<file path="src/rtl/ex_muldiv_ctrl_if.sv">
`default_nettype none
// ============================================================================
// Module   : ex_muldiv_ctrl_if
// Brief    : EX-stage multiply/divide sequencer operand/result bundle.
// Revision : 1.0
// ============================================================================
interface ex_muldiv_ctrl_if #(
    parameter int WIDTH = 32
);
    logic             start;
    logic [1:0]       op;
    logic [WIDTH-1:0] A;
    logic [WIDTH-1:0] B;
    logic             flush;
    logic             stall;
    logic             busy;
    logic             done;
    logic             div_by_zero;
    logic [WIDTH-1:0] hi;
    logic [WIDTH-1:0] lo;

    modport master (
        output start, op, A, B, flush,
        input  stall, busy, done, div_by_zero, hi, lo
    );

    modport slave (
        input  start, op, A, B, flush,
        output stall, busy, done, div_by_zero, hi, lo
    );
endinterface
`default_nettype wire

</file>
<file path="src/rtl/ex_muldiv_ctrl.sv">
`default_nettype none
// ============================================================================
// Module   : ex_muldiv_ctrl
// Brief    : Iterative shift-add multiply / restoring divide into HI/LO.
//            Optional MULDIV_SIGNED_EN adds signed MULT/DIV via op[1].
// Revision : 1.0
// ============================================================================
module ex_muldiv_ctrl #(
    parameter int WIDTH = 32
) (
    input  logic             clk,
    input  logic             reset,
    ex_muldiv_ctrl_if.slave  bus
);
    localparam int CW = $clog2(WIDTH + 1);

    typedef enum logic [1:0] {
        S_IDLE = 2'd0,
        S_RUN  = 2'd1,
        S_DONE = 2'd2
    } state_t;

    state_t              r_state;
    state_t              w_next;
    logic [CW-1:0]       r_cnt;
    logic                r_is_div;
    logic                r_dbz;
    logic [WIDTH-1:0]    r_opb;
    logic [2*WIDTH-1:0]  r_acc;
    logic [WIDTH:0]      r_rem;
    logic [WIDTH-1:0]    r_quo;
    logic [WIDTH-1:0]    r_hi;
    logic [WIDTH-1:0]    r_lo;

    logic                w_launch;
    logic                w_b_zero;
    logic                w_stall;
    logic                w_busy;
    logic                w_done;
    logic [WIDTH-1:0]    w_a_mag;
    logic [WIDTH-1:0]    w_b_mag;
    logic [WIDTH:0]      w_add;
    logic [WIDTH+1:0]    w_shift;
    logic [WIDTH+1:0]    w_diff;
    logic [2*WIDTH-1:0]  w_prod;
    logic [WIDTH-1:0]    w_quo;
    logic [WIDTH-1:0]    w_rem;

    assign w_launch = (r_state == S_IDLE) && bus.start && !bus.flush;
    assign w_b_zero = (bus.B == '0);

`ifdef MULDIV_SIGNED_EN
    logic r_neg_q;
    logic r_neg_r;
    logic w_a_neg;
    logic w_b_neg;

    assign w_a_neg = bus.op[1] & bus.A[WIDTH-1];
    assign w_b_neg = bus.op[1] & bus.B[WIDTH-1];
    assign w_a_mag = w_a_neg ? (~bus.A + 1'b1) : bus.A;
    assign w_b_mag = w_b_neg ? (~bus.B + 1'b1) : bus.B;
`else
    logic w_unused_op1;

    assign w_unused_op1 = bus.op[1];
    assign w_a_mag      = bus.A;
    assign w_b_mag      = bus.B;
`endif

    // ---------------------------------------------------------------- FSM
    always_ff @(posedge clk or negedge reset) begin
        if (!reset) begin
            r_state <= S_IDLE;
        end else begin
            r_state <= w_next;
        end
    end

    always_comb begin
        w_next  = r_state;
        w_stall = 1'b0;
        w_busy  = (r_state != S_IDLE);
        w_done  = 1'b0;
        case (r_state)
            S_IDLE: begin
                w_stall = w_launch;
                if (w_launch) begin
                    w_next = (bus.op[0] && w_b_zero) ? S_DONE : S_RUN;
                end
            end
            S_RUN: begin
                w_stall = 1'b1;
                if (r_cnt == CW'(1)) begin
                    w_next = S_DONE;
                end
            end
            S_DONE: begin
                w_done = !bus.flush;
                w_next = S_IDLE;
            end
            default: w_next = S_IDLE;
        endcase
        if (bus.flush) begin
            w_next = S_IDLE;
        end
    end

    // ----------------------------------------------------------- datapath
    // Multiply: add multiplicand into the upper half on LSB=1, then shift right.
    assign w_add = {1'b0, r_acc[2*WIDTH-1:WIDTH]} + (r_acc[0] ? {1'b0, r_opb} : '0);

    // Divide: remainder is always below the divisor, so the top bit is the borrow.
    assign w_shift = {r_rem, r_quo[WIDTH-1]};
    assign w_diff  = w_shift - {2'b00, r_opb};

    always_comb begin
        w_prod = r_acc;
        w_quo  = r_quo;
        w_rem  = r_rem[WIDTH-1:0];
`ifdef MULDIV_SIGNED_EN
        if (r_neg_q) begin
            w_prod = ~r_acc + 1'b1;
            w_quo  = ~r_quo + 1'b1;
        end
        if (r_neg_r) begin
            w_rem = ~r_rem[WIDTH-1:0] + 1'b1;
        end
`endif
    end

    always_ff @(posedge clk or negedge reset) begin
        if (!reset) begin
            r_cnt    <= '0;
            r_is_div <= 1'b0;
            r_dbz    <= 1'b0;
            r_opb    <= '0;
            r_acc    <= '0;
            r_rem    <= '0;
            r_quo    <= '0;
            r_hi     <= '0;
            r_lo     <= '0;
`ifdef MULDIV_SIGNED_EN
            r_neg_q  <= 1'b0;
            r_neg_r  <= 1'b0;
`endif
        end else begin
            if (w_launch) begin
                r_cnt    <= CW'(WIDTH);
                r_is_div <= bus.op[0];
                r_dbz    <= bus.op[0] && w_b_zero;
                r_opb    <= bus.op[0] ? w_b_mag : w_a_mag;
                r_acc    <= {{WIDTH{1'b0}}, w_b_mag};
                r_rem    <= '0;
                // Divide-by-zero keeps the raw dividend for HI.
                r_quo    <= (bus.op[0] && w_b_zero) ? bus.A : w_a_mag;
`ifdef MULDIV_SIGNED_EN
                r_neg_q  <= w_a_neg ^ w_b_neg;
                r_neg_r  <= w_a_neg;
`endif
            end else if (r_state == S_RUN) begin
                r_cnt <= r_cnt - 1'b1;
                if (r_is_div) begin
                    if (w_diff[WIDTH+1]) begin
                        r_rem <= w_shift[WIDTH:0];
                        r_quo <= {r_quo[WIDTH-2:0], 1'b0};
                    end else begin
                        r_rem <= w_diff[WIDTH:0];
                        r_quo <= {r_quo[WIDTH-2:0], 1'b1};
                    end
                end else begin
                    r_acc <= {w_add, r_acc[WIDTH-1:1]};
                end
            end

            if ((r_state == S_DONE) && !bus.flush) begin
                if (r_dbz) begin
                    r_hi <= r_quo;
                    r_lo <= '1;
                end else if (r_is_div) begin
                    r_hi <= w_rem;
                    r_lo <= w_quo;
                end else begin
                    r_hi <= w_prod[2*WIDTH-1:WIDTH];
                    r_lo <= w_prod[WIDTH-1:0];
                end
            end
        end
    end

    assign bus.stall       = w_stall;
    assign bus.busy        = w_busy;
    assign bus.done        = w_done;
    assign bus.div_by_zero = w_done && r_dbz;
    assign bus.hi          = r_hi;
    assign bus.lo          = r_lo;

endmodule
`default_nettype wire

</file>
<file path="src/flat_wrapper.sv">
// flat-port wrapper written by rule: the top's interface ports become plain ports
module ex_muldiv_ctrl_flat 
#(
    parameter int WIDTH = 32
)
  (clk, reset, bus_start, bus_op, bus_A, bus_B, bus_flush, bus_stall, bus_busy, bus_done, bus_div_by_zero, bus_hi, bus_lo);
  ex_muldiv_ctrl_if #(.WIDTH(WIDTH)) bus_i ();
  input  logic clk;
  input  logic reset;
  input wire logic [$bits(bus_i.start)-1:0] bus_start;
  input wire logic [$bits(bus_i.op)-1:0] bus_op;
  input wire logic [$bits(bus_i.A)-1:0] bus_A;
  input wire logic [$bits(bus_i.B)-1:0] bus_B;
  input wire logic [$bits(bus_i.flush)-1:0] bus_flush;
  output wire logic [$bits(bus_i.stall)-1:0] bus_stall;
  output wire logic [$bits(bus_i.busy)-1:0] bus_busy;
  output wire logic [$bits(bus_i.done)-1:0] bus_done;
  output wire logic [$bits(bus_i.div_by_zero)-1:0] bus_div_by_zero;
  output wire logic [$bits(bus_i.hi)-1:0] bus_hi;
  output wire logic [$bits(bus_i.lo)-1:0] bus_lo;
  assign bus_i.start = bus_start;
  assign bus_i.op = bus_op;
  assign bus_i.A = bus_A;
  assign bus_i.B = bus_B;
  assign bus_i.flush = bus_flush;
  assign bus_stall = bus_i.stall;
  assign bus_busy = bus_i.busy;
  assign bus_done = bus_i.done;
  assign bus_div_by_zero = bus_i.div_by_zero;
  assign bus_hi = bus_i.hi;
  assign bus_lo = bus_i.lo;
  ex_muldiv_ctrl #(.WIDTH(WIDTH)) u_core (.clk(clk), .reset(reset), .bus(bus_i));
endmodule
</file>
<file path="config.mk">
export PLATFORM = sky130hd
export DESIGN_NAME = ex_muldiv_ctrl_flat
export DESIGN_NICKNAME = d
export VERILOG_FILES = /design/src/rtl/ex_muldiv_ctrl_if.sv /design/src/rtl/ex_muldiv_ctrl.sv /design/src/flat_wrapper.sv
export SDC_FILE = /design/constraint.sdc
export NUM_CORES = 1
export LEC_CHECK = 0
export CAP_MARGIN = 20
export CORE_AREA = 8 8 207 209
export CTS_BUF_LIST = sky130_fd_sc_hd__clkbuf_16
export DETAILED_ROUTE_END_ITERATION = 6
export DIE_AREA = 0 0 215 217
export MAX_ROUTING_LAYER = met4
export SLEW_MARGIN = 20
export SYNTH_ARGS = -nofsm -noshare
export SYNTH_HDL_FRONTEND = slang
export SYNTH_SLANG_ARGS = --single-unit
</file>
<file path="constraint.sdc">
create_clock -name clk -period 7.1 [get_ports clk]
set_clock_uncertainty 0.15 [all_clocks]
set_input_delay 1.065 -clock clk [delete_from_list [all_inputs] [get_ports clk]]
set_output_delay 1.065 -clock clk [all_outputs]
set_load 0.05 [all_outputs]
</file>
==> qor.csv, run 1 <==
metric,value,unit
Ys Warns,0,
Worst setup EP type,output pin,
Core ar.,39460,um2
Die Y,217,um
Cell Count Post-Placement,2295,
Final WS setup,2.525,ns
"CTS clk-pin slew, worst paths",0.06,ns
Synth Net Count,1856,
# fillers,3953,
Layout Cells excl Fill,2341,
number of flops mapped to enable cells by yosys,0,
RePlAce Congestion,0.9112,
"Slew Viols, Final",0,
synthesized instance count,1718,
CTS buffer count,26,
Layout area overhead,18.22,%
Initial Utilization,36.58,%
remaining antenna violation count,0,
Final Cycle Share,64.44,%
largest net degree at the start of global routing,118,
status,"complete, no violations",
initial antenna violation count,0,
Worst setup SP type,input port,
reg2reg path depth,13,
Vias,12750,
worst hold-check path type,flip-flop to flip-flop,
Max-slew headroom,31.95,%
CTS Root Cell,clkbuf_16,
CTS Sinks,235,
Hold Buf Count CTS,0,
Die Area,46660,um2
worst setup path start,bus_flush,
"Cell Area, Synth",14430,um2
# diodes,0,
power consumption,6.042,mW
initial DRC count,933,
Hold Crit Start,u_core.bus.hi[4]$_DFFE_PN0P_,
final core occ,43.25,%
first-pass GRT wire length,72.51,mm
post-CTS setup buffer count,0,
Final Setup Violations,0,
critical path arrival,3.36,ns
vias in the first global route,12800,
Layout Nets,1936,
Rows,73,
number of port buffers,136,
CTS max path bufs,3,
Pre-antenna DRT Iters,5,
CP Class,input port to output pin,
reg2reg start,u_core.r_acc[0]$_DFFE_PN0P_,
CTS tree,built,
VDD IR-drop max,248.5,uV
remaining global-route overflow,0,
H-Tree Depth,1,
Worst Hold Depth,2,
unique cell type count in the Yosys netlist,70,
leakage power,7.614,nW
Fmax achieved,218.6,MHz
unrepaired setup endpoints after global routing,no,
Die Wd,215,um
Post-Route WL,45.47,mm
Yosys reg bits,235,
post-CTS sizing,0,
post-synthesis sequential area ratio,40.74,%
dpl hpwl,31.56,mm
Fin. Hold Viols,0,
async set or reset register ratio after synthesis,100.0,%
CP max-delay cell,clkdlybuf4s50_1,
flop-to-flop setup slack,2.74,ns
Crit path required time,5.88,ns
Period minus WS final,4.575,ns
clock insertion delay at the later pin of the skew report,0.55,ns
worst-margin pin slew,1.011,ns
drc violations,0,
Avg WL per Cell,19.43,um
synthesized area per cell,8.402,um2
Reg-to-Reg End,u_core.r_acc[63]$_DFFE_PN0P_,
Pwr Density,354.1,nW/um2
most frequent CP cell,clkdlybuf4s50_1,
DR vias/cell,5.445,
Hold Path End,u_core.bus.hi[4]$_DFFE_PN0P_,
gr usage total,19.45,%
setup TNS,0,ns
Critical Path Fanout Max,33,
Max-Cap Viols,0,
share of cells above drive strength 1,4.240,%
max incr delay on CP,0.90,ns
crit-path cells,"clkdlybuf4s50_1, nor2_1, nand2_2, inv_1, buf_4, clkdlybuf4s50_1",
# IOs,138,
ys flop type,dfrtp_1,
setup slack at placement,2.494,ns
[through the flow]
| stage | hold WS (ns) | area [um2] |
|---|---|---|
| after floorplan | 0.3231 | 14430 |
| after global placement | 0.3136 | 16230 |
| after detailed placement | 0.3187 | 16230 |
| after CTS | 0.3321 | 17060 |
| after global routing | 0.3563 | 17060 |
| final | 0.3273 | 17060 |
[synth_stat cells, types with 4 or more instances]
cell type  number  area, um2
a211oi_1       10      75.07
nor2b_1        43      269.0
o21a_1         11      82.58
a211o_1         4      35.03
nor4_1         14      87.58
and2_1         34      212.7
a21o_1         16      120.1
clkbuf_1       90      337.8
a2111oi_0      37      324.1
a31oi_1        52      325.3
xor2_1         26      227.7
o211ai_1        7      52.55
ha_1           66      825.8
a22oi_1        18      135.1
buf_1           8      30.03
nor3_1         17      85.08
nand2_1       271       1017
o21ai_1         5      25.02
a32oi_1         6      52.55
o31a_1          4      35.03
buf_2           5      25.02
nor2_1        225      844.6
dfrtp_1       235       5881
o21ai_0       106      530.5
inv_1          49      183.9
or3_1           5      31.28
nand4_1         9      56.30
a21oi_1       148      740.7
xnor2_1        26      227.7
mux2i_1        84      840.8
o21bai_1        8      60.06
nand3_1        14      70.07
nand2b_1        5      31.28
and3_1          9      56.30
[how the worst max path moves through the flow]
stage,to,slack [ns],cells past startpoint
final,bus_done,2.52,6
after global placement,bus_done,2.53,6
after CTS,bus_done,2.49,6
after global routing,bus_done,2.36,6
after detailed placement,bus_done,2.49,6
after floorplan,bus_stall,3.67,5
[final cells by class]
class	instances	area (um2)	area share, %
multi-input cells	1330	7995	46.85
flip-flops and latches	235	5886	34.49
repair buffers	156	1511	8.858
clock buffers	27	675.6	3.960
well taps	525	656.9	3.850
inverters	49	183.9	1.078
clock inverters	19	155.1	0.9092
[cell usage in the layout (no fill, tap or decap), types with 8 or more instances in the layout]
master           count
a31oi_1             52
a21o_1              16
clkbuf_16           27
nand3_1             14
xnor2_1             26
inv_1               56
nor4_1              14
xor2_1              26
clkdlybuf4s50_1    134
dfrtp_1            233
a211oi_1            10
and3_1               9
buf_4               20
a21oi_1            148
ha_1                66
nor2b_1             43
nor2_1             222
mux2i_1             84
a2111oi_0           37
o21ai_0            106
o21bai_1             8
nand4_1              9
nor3_1              17
a22oi_1             18
nand2_1            270
and2_1              33
o21a_1              11
[registers in the layout, summed over array words and instances (netlist names)]
signal	cells
u_core.bus.hi	32
u_core.bus.lo	32
u_core.r_acc	64
u_core.r_cnt	6
u_core.r_dbz	1
u_core.r_is_div	1
u_core.r_opb	32
u_core.r_quo	32
u_core.r_rem	33
u_core.r_state	2
[power breakdown]
part / internal [mW] / switching [mW]
registers: 1.71 / 0.390
clock network: 0.789 / 0.567
logic: 1.06 / 1.53
[kinds of logic (layout without fill, tap and decap cells)]
kind of cell	Yosys count	after routing	share of synthesized area, %
xor gates and xnor gates	52	52	3.155
DFF	235	235	40.74
AOI/OAI and AO/OA	465	465	20.20
buffers and inverters	153	251	4.074
and+or+nand+nor	661	661	20.01
muxes	84	84	5.825
adders and majority gates	68	68	5.999
[layer usage]
layer	wire length, um	vias up	track usage (%)
met5	0	-	-
met4	1160	0	5.175
met3	1879	77	2.746
met2	22060	288	32.11
met1	20380	6194	24.95
li1	-	6187	-
[worst max-delay path: cells and delay by family]
| kind | cells | cell delay [ns] |
|---|---|---|
| buffers and inverters | 4 | 1.84 |
| and+or+nand+nor | 2 | 0.44 |
Note: power is estimated with default switching activity, not from simulation.
==> run 2: changes to the inputs <==
==> constraint.sdc (replaced) <==
create_clock -name clk -period 4.8 [get_ports clk]
set_clock_uncertainty 0.15 [all_clocks]
set_input_delay 0.72 -clock clk [delete_from_list [all_inputs] [get_ports clk]]
set_output_delay 0.72 -clock clk [all_outputs]
set_load 0.05 [all_outputs]
==> qor.csv, run 2 (synthesis gave the netlist of run 1 again) <==
metric,value,unit,change
Pwr Density,520.7,nW/um2,+47%
max incr delay on CP,0.45,ns,-0.45 ns
CP max-delay cell,o311ai_2,,
post-CTS setup buffer count,0,,unchanged
Rows,73,,unchanged
Flop pwr share,34.6,%,-0.2 points
Hold Buf Count CTS,0,,unchanged
Die Wd,215,um,unchanged
critical path arrival,4.23,ns,+0.87 ns
Fin. Hold Viols,0,,unchanged
Period minus WS final,3.971,ns,
gr usage total,19.66,%,+0.20 points
"CTS clk-pin slew, worst paths",0.06,ns,about the same
Pint,5.263,mW,+48%
Max-Cap Viols,0,,unchanged
CTS Sinks,235,,unchanged
initial antenna violation count,0,,unchanged
worst-margin pin slew,1.067,ns,+0.05598 ns
switch share,41.01,%,-0.10 points
Initial Utilization,36.58,%,unchanged
RePlAce Congestion,0.9070,,-0.46%
Die Area,46660,um2,unchanged
# IOs,138,,unchanged
Critical Path Fanout Max,31,,-6.1%
CTS max path bufs,3,,unchanged
worst hold-check path type,input port to asynchronous set/reset pin,,
unrepaired setup endpoints after global routing,no,,
# diodes,0,,unchanged
Final Setup Violations,0,,unchanged
Pre-antenna DRT Iters,5,,unchanged
Reg-to-Reg End,u_core.r_acc[63]$_DFFE_PN0P_,,
reg2reg path depth,12,,-1
Die Y,217,um,unchanged
sequential cell area,5886,um2,unchanged
number of port buffers,136,,unchanged
drc violations,0,,unchanged
Vias,13030,,+2.2%
CP Class,flip-flop to flip-flop,,
# fillers,3918,,-0.89%
area of the multi-input gates,7998,um2,about the same
Switch Pwr,3.659,mW,+47%
initial DRC count,958,,+2.7%
Worst setup EP type,flip-flop,,
clock power share,22.5,%,about the same
CTS tree,built,,
VDD IR-drop max,304.6,uV,+23%
max reg flops,64,,unchanged
largest net degree at the start of global routing,99,,-16%
CTS Root Cell,clkbuf_16,,
Largest Register,u_core.r_acc,,
remaining antenna violation count,0,,unchanged
clock insertion delay at the later pin of the skew report,0.54,ns,about the same
Post-Route WL,46.25,mm,+1.7%
Core ar.,39460,um2,unchanged
top flop regs,"u_core.r_acc x64, u_core.r_rem x33",,
leakage power,7.646,nW,+0.42%
Layout area overhead,18.71,%,
first-pass GRT wire length,73.23,mm,+1.0%
crit-path cells,"buf_4, and2_1, ha_1, a211oi_1, nand3_1, a221oi_2, nor3_1, o311ai_2, a21oi_1, o211a_1, o21a_1, o41a_1",,
"commonest non-fill, non-tap cell in the layout",nand2_1,,
most frequent cells in the layout,"nand2_1, dfrtp_1, nor2_1, a21oi_1, clkdlybuf4s50_1",,
dpl hpwl,33.04,mm,+4.7%
vias in the first global route,13030,,+1.8%
share of cells above drive strength 1,4.398,%,+0.16 points
remaining global-route overflow,0,,unchanged
DR vias/cell,5.557,,+2.1%
"Slew Viols, Final",0,,unchanged
Avg WL per Cell,19.73,um,+1.6%
flop-to-flop setup slack,0.83,ns,-1.91 ns
Final Cycle Share,82.73,%,
Layout Nets,1938,,+0.10%
CTS buffer count,26,,unchanged
placed cell area,16300,um2,+0.40%
post-CTS sizing,0,,unchanged
combinational fraction of design power,42.9,%,about the same
post-layout instance area,17130,um2,+0.41%
H-Tree Depth,1,,unchanged
Max-slew headroom,28.67,%,-3.3 points
reg2reg start,u_core.r_acc[0]$_DFFE_PN0P_,,
Crit path required time,5.06,ns,-0.82 ns
status,"complete, no violations",,
Worst setup SP type,flip-flop,,
Fmax achieved,251.8,MHz,
setup TNS,0,ns,unchanged
run 2: area by class of cell:
| class | instances | share of cell area (%) |
|---|---|---|
| Clock inverter | 20 | 0.9347 |
| Clock buffer | 27 | 3.943 |
| Timing Repair Buffer | 158 | 9.187 |
| Sequential cell | 235 | 34.35 |
| Tap cell | 525 | 3.834 |
| Inverter | 49 | 1.073 |
| Multi-Input combinational cell | 1330 | 46.68 |
run 2: worst max path at each step:
stage	from	end	cells past startpoint
after floorplan	u_core.r_acc[0]$_DFFE_PN0P_	u_core.r_acc[63]$_DFFE_PN0P_	13
after global placement	u_core.r_acc[0]$_DFFE_PN0P_	u_core.r_acc[63]$_DFFE_PN0P_	12
after CTS	u_core.r_acc[0]$_DFFE_PN0P_	u_core.r_acc[63]$_DFFE_PN0P_	12
final	u_core.r_acc[0]$_DFFE_PN0P_	u_core.r_acc[63]$_DFFE_PN0P_	12
after global routing	u_core.r_acc[0]$_DFFE_PN0P_	u_core.r_acc[63]$_DFFE_PN0P_	12
after detailed placement	u_core.r_acc[0]$_DFFE_PN0P_	u_core.r_acc[63]$_DFFE_PN0P_	12
run 2: per-layer routing:
| metal | GRT usage, % | wire (um) | vias up | part of all wire (%) |
|---|---|---|---|---|
| met2 | 31.94 | 21860 | 393 | 47 |
| met5 | - | 0 | - | 0 |
| met1 | 25.10 | 20420 | 6318 | 44 |
| met4 | 6.832 | 1747 | 0 | 3.8 |
| met3 | 2.649 | 2232 | 103 | 4.8 |
| li1 | - | - | 6211 | - |
run 2: power by group through the flow:
stage               Sequential (mW)  Clock (mW)  Combinational (mW)
floorplan                      3.14           0                2.66
global placement               3.09           0                3.75
detailed placement             3.11           0                3.81
CTS                            3.08        2.04                3.83
global route                   3.16        2.12                4.26
finish                         3.09        2.01                3.83
run 2: critical path, delay by kind of cell, from the launching register on:
kind / cells / cell delay, ns
compound gates: 7 / 2.09
fa+ha+maj: 1 / 0.28
buf+inv: 1 / 0.35
flops: 1 / 0.42
simple gates: 3 / 0.56
run 2: stage by stage:
step / setup slack, ns / hold slack (ns) / util [%] / total power [mW] / std cells
floorplan: 1.410 / 0.2744 / - / 5.801 / 1718
global placement: 0.9414 / 0.3092 / 41.30 / 6.847 / 2297
detailed placement: 0.8768 / 0.3203 / 41.31 / 6.921 / 2297
CTS: 0.8579 / 0.08869 / 43.42 / 8.955 / 2344
global route: 0.6306 / 0.1166 / 43.42 / 9.540 / 2344
finish: 0.8289 / 0.05555 / 43.42 / 8.922 / 2344
==> run 3: changes to the inputs <==
==> constraint.sdc (replaced) <==
create_clock -name clk -period 4 [get_ports clk]
set_clock_uncertainty 0.15 [all_clocks]
set_input_delay 0.6 -clock clk [delete_from_list [all_inputs] [get_ports clk]]
set_output_delay 0.6 -clock clk [all_outputs]
set_load 0.05 [all_outputs]
==> qor.csv, run 3 (synthesis gave the netlist of run 1 again) <==
metric,value,unit,change
flop-to-flop setup slack,0.31,ns,-0.52 ns
Initial Utilization,36.58,%,unchanged
Pwr Density,633.2,nW/um2,+22%
max reg flops,64,,unchanged
clock insertion delay at the later pin of the skew report,0.55,ns,about the same
reg2reg path depth,12,,unchanged
largest net degree at the start of global routing,107,,+8.1%
CTS Root Cell,clkbuf_16,,
CP Class,flip-flop to flip-flop,,
worst hold-check path type,flip-flop to flip-flop,,
Rows,73,,unchanged
vias in the first global route,12930,,-0.77%
remaining antenna violation count,0,,unchanged
# diodes,0,,unchanged
hold slack,0.3245,ns,+0.2689 ns
Critical Path Fanout Max,22,,-29%
"Slew Viols, Final",0,,unchanged
gr usage total,20.00,%,+0.35 points
Fin. Hold Viols,0,,unchanged
Period minus WS final,3.691,ns,-0.2797 ns
RePlAce Congestion,0.8878,,-2.1%
VDD IR-drop max,328.8,uV,+7.9%
top flop regs,"u_core.r_acc x64, u_core.r_rem x33",,
CTS tree,built,,
most frequent cells in the layout,"nand2_1, dfrtp_1, nor2_1, a21oi_1, clkdlybuf4s50_1",,
CTS buffer count,26,,unchanged
Die Area,46660,um2,unchanged
Die Wd,215,um,unchanged
first-pass GRT wire length,74.49,mm,+1.7%
initial antenna violation count,0,,unchanged
"commonest non-fill, non-tap cell in the layout",nand2_1,,
DR vias/cell,5.531,,-0.46%
Max-slew headroom,36.39,%,+7.7 points
# fillers,3941,,+0.59%
remaining global-route overflow,0,,unchanged
Largest Register,u_core.r_acc,,
Avg WL per Cell,19.79,um,+0.27%
number of port buffers,136,,unchanged
Core ar.,39460,um2,unchanged
placed cell area,16410,um2,+0.69%
Pre-antenna DRT Iters,5,,unchanged
setup TNS,0,ns,unchanged
Hold Crit Start,u_core.bus.hi[10]$_DFFE_PN0P_,,
worst-margin pin slew,0.9542,ns,-0.1132 ns
share of cells above drive strength 1,5.450,%,+1.1 points
Layout Nets,1953,,+0.77%
Final Setup Violations,0,,unchanged
CTS Sinks,235,,unchanged
post-CTS setup buffer count,0,,unchanged
Vias,13050,,+0.21%
reg2reg start,u_core.r_acc[0]$_DFFE_PN0P_,,
Hold Path End,u_core.bus.hi[10]$_DFFE_PN0P_,,
post-CTS sizing,0,,unchanged
Crit path required time,4.24,ns,-0.82 ns
post-layout instance area,17320,um2,+1.1%
Post-Route WL,46.70,mm,+0.96%
Worst setup SP type,flip-flop,,
Max-Cap Viols,0,,unchanged
Final Cycle Share,92.28,%,+9.6 points
CTS max path bufs,3,,unchanged
"CTS clk-pin slew, worst paths",0.06,ns,about the same
Reg-to-Reg End,u_core.r_acc[62]$_DFFE_PN0P_,,
drc violations,0,,unchanged
Fmax achieved,270.9,MHz,+7.6%
power consumption,10.97,mW,+23%
H-Tree Depth,1,,unchanged
dpl hpwl,33.80,mm,+2.3%
status,"complete, no violations",,
critical path arrival,3.93,ns,-0.30 ns
sequential cell area,5886,um2,unchanged
unrepaired setup endpoints after global routing,no,,
Layout area overhead,20.02,%,
Die Y,217,um,unchanged
initial DRC count,982,,+2.5%
area of the multi-input gates,7995,um2,about the same
# IOs,138,,unchanged
leakage power,7.730,nW,+1.1%
Worst setup EP type,flip-flop,,
Worst Hold Depth,2,,
[run 3: cell types whose count changed in the layout (fill, tap and decap cells not counted), moves of 2 or more]
| cell | before | now |
|---|---|---|
| buf_4 | 19 | 33 |
| inv_1 | 58 | 51 |
| bufinv_16 | 3 | 5 |
| clkinv_1 | 5 | 7 |
| clkinv_2 | 2 | 4 |
[run 3: report_power, final]
part           total (mW)  internal (mW)  switching, mW
Combinational        4.67           1.92           2.75
Sequential           3.72           3.04          0.686
Clock                2.57           1.54           1.03
Total                11.0           6.50           4.47
[run 3: worst max-delay path, stage by stage (launching register included)]
cell and delay [ns]:
dfrtp_1 0.44, buf_4 0.24, and2_1 0.16, ha_1 0.35, a21oi_1 0.29, a21boi_1 0.14
o41ai_1 0.42, o21ai_0 0.14, a211o_1 0.35, a41o_1 0.30, a211oi_1 0.27, xor2_1 0.19
o21ai_1 0.08
[run 3: worst max path at each step]
| stage | start | endpoint | slack (ns) | cells after the start |
|---|---|---|---|---|
| after detailed placement | u_core.r_quo[31]$_DFFE_PN0P_ | u_core.r_rem[1]$_DFFE_PN0P_ | 0.36 | 12 |
| after floorplan | u_core.r_acc[0]$_DFFE_PN0P_ | u_core.r_acc[63]$_DFFE_PN0P_ | 0.61 | 13 |
| final | u_core.r_acc[0]$_DFFE_PN0P_ | u_core.r_acc[62]$_DFFE_PN0P_ | 0.31 | 12 |
| after global routing | u_core.r_acc[0]$_DFFE_PN0P_ | u_core.r_acc[57]$_DFFE_PN0P_ | 0.13 | 13 |
| after global placement | u_core.r_quo[31]$_DFFE_PN0P_ | u_core.r_rem[1]$_DFFE_PN0P_ | 0.41 | 12 |
| after CTS | u_core.r_quo[31]$_DFFE_PN0P_ | u_core.r_rem[1]$_DFFE_PN0P_ | 0.36 | 12 |
[run 3: what timing repair did]
item,in CTS,in global routing
endpoints found under the hold margin,73,0
endpoints found under the setup margin,0,0
hold buffers,1,0
[run 3: metrics by stage]
stage	util, %	instances	worst slack [ns]
2_1_floorplan	-	1718	0.6098
3_3_place_gp	41.59	2311	0.4143
3_5_place_dp	41.59	2311	0.3631
4_1_cts	43.91	2360	0.3554
5_1_grt	43.91	2360	0.1308
6_report	43.91	2360	0.3086
[run 3: per-layer routing]
metal	routed length [um]	global-route usage [%]	vias to the layer above
li1	-	-	6224
met4	1125	5.016	0
met3	1877	2.594	67
met2	22930	33.34	341
met5	0	-	-
met1	20760	25.65	6421
[run 3: area by class of cell]
type / instances / share of cell area [%]
Clock buffer: 27 / 3.900
Clock inverter: 21 / 1.314
Inverter: 49 / 1.062
Multi-Input combinational cell: 1330 / 46.15
Sequential cell: 235 / 33.97
Tap cell: 525 / 3.792
Timing Repair Buffer: 173 / 9.808
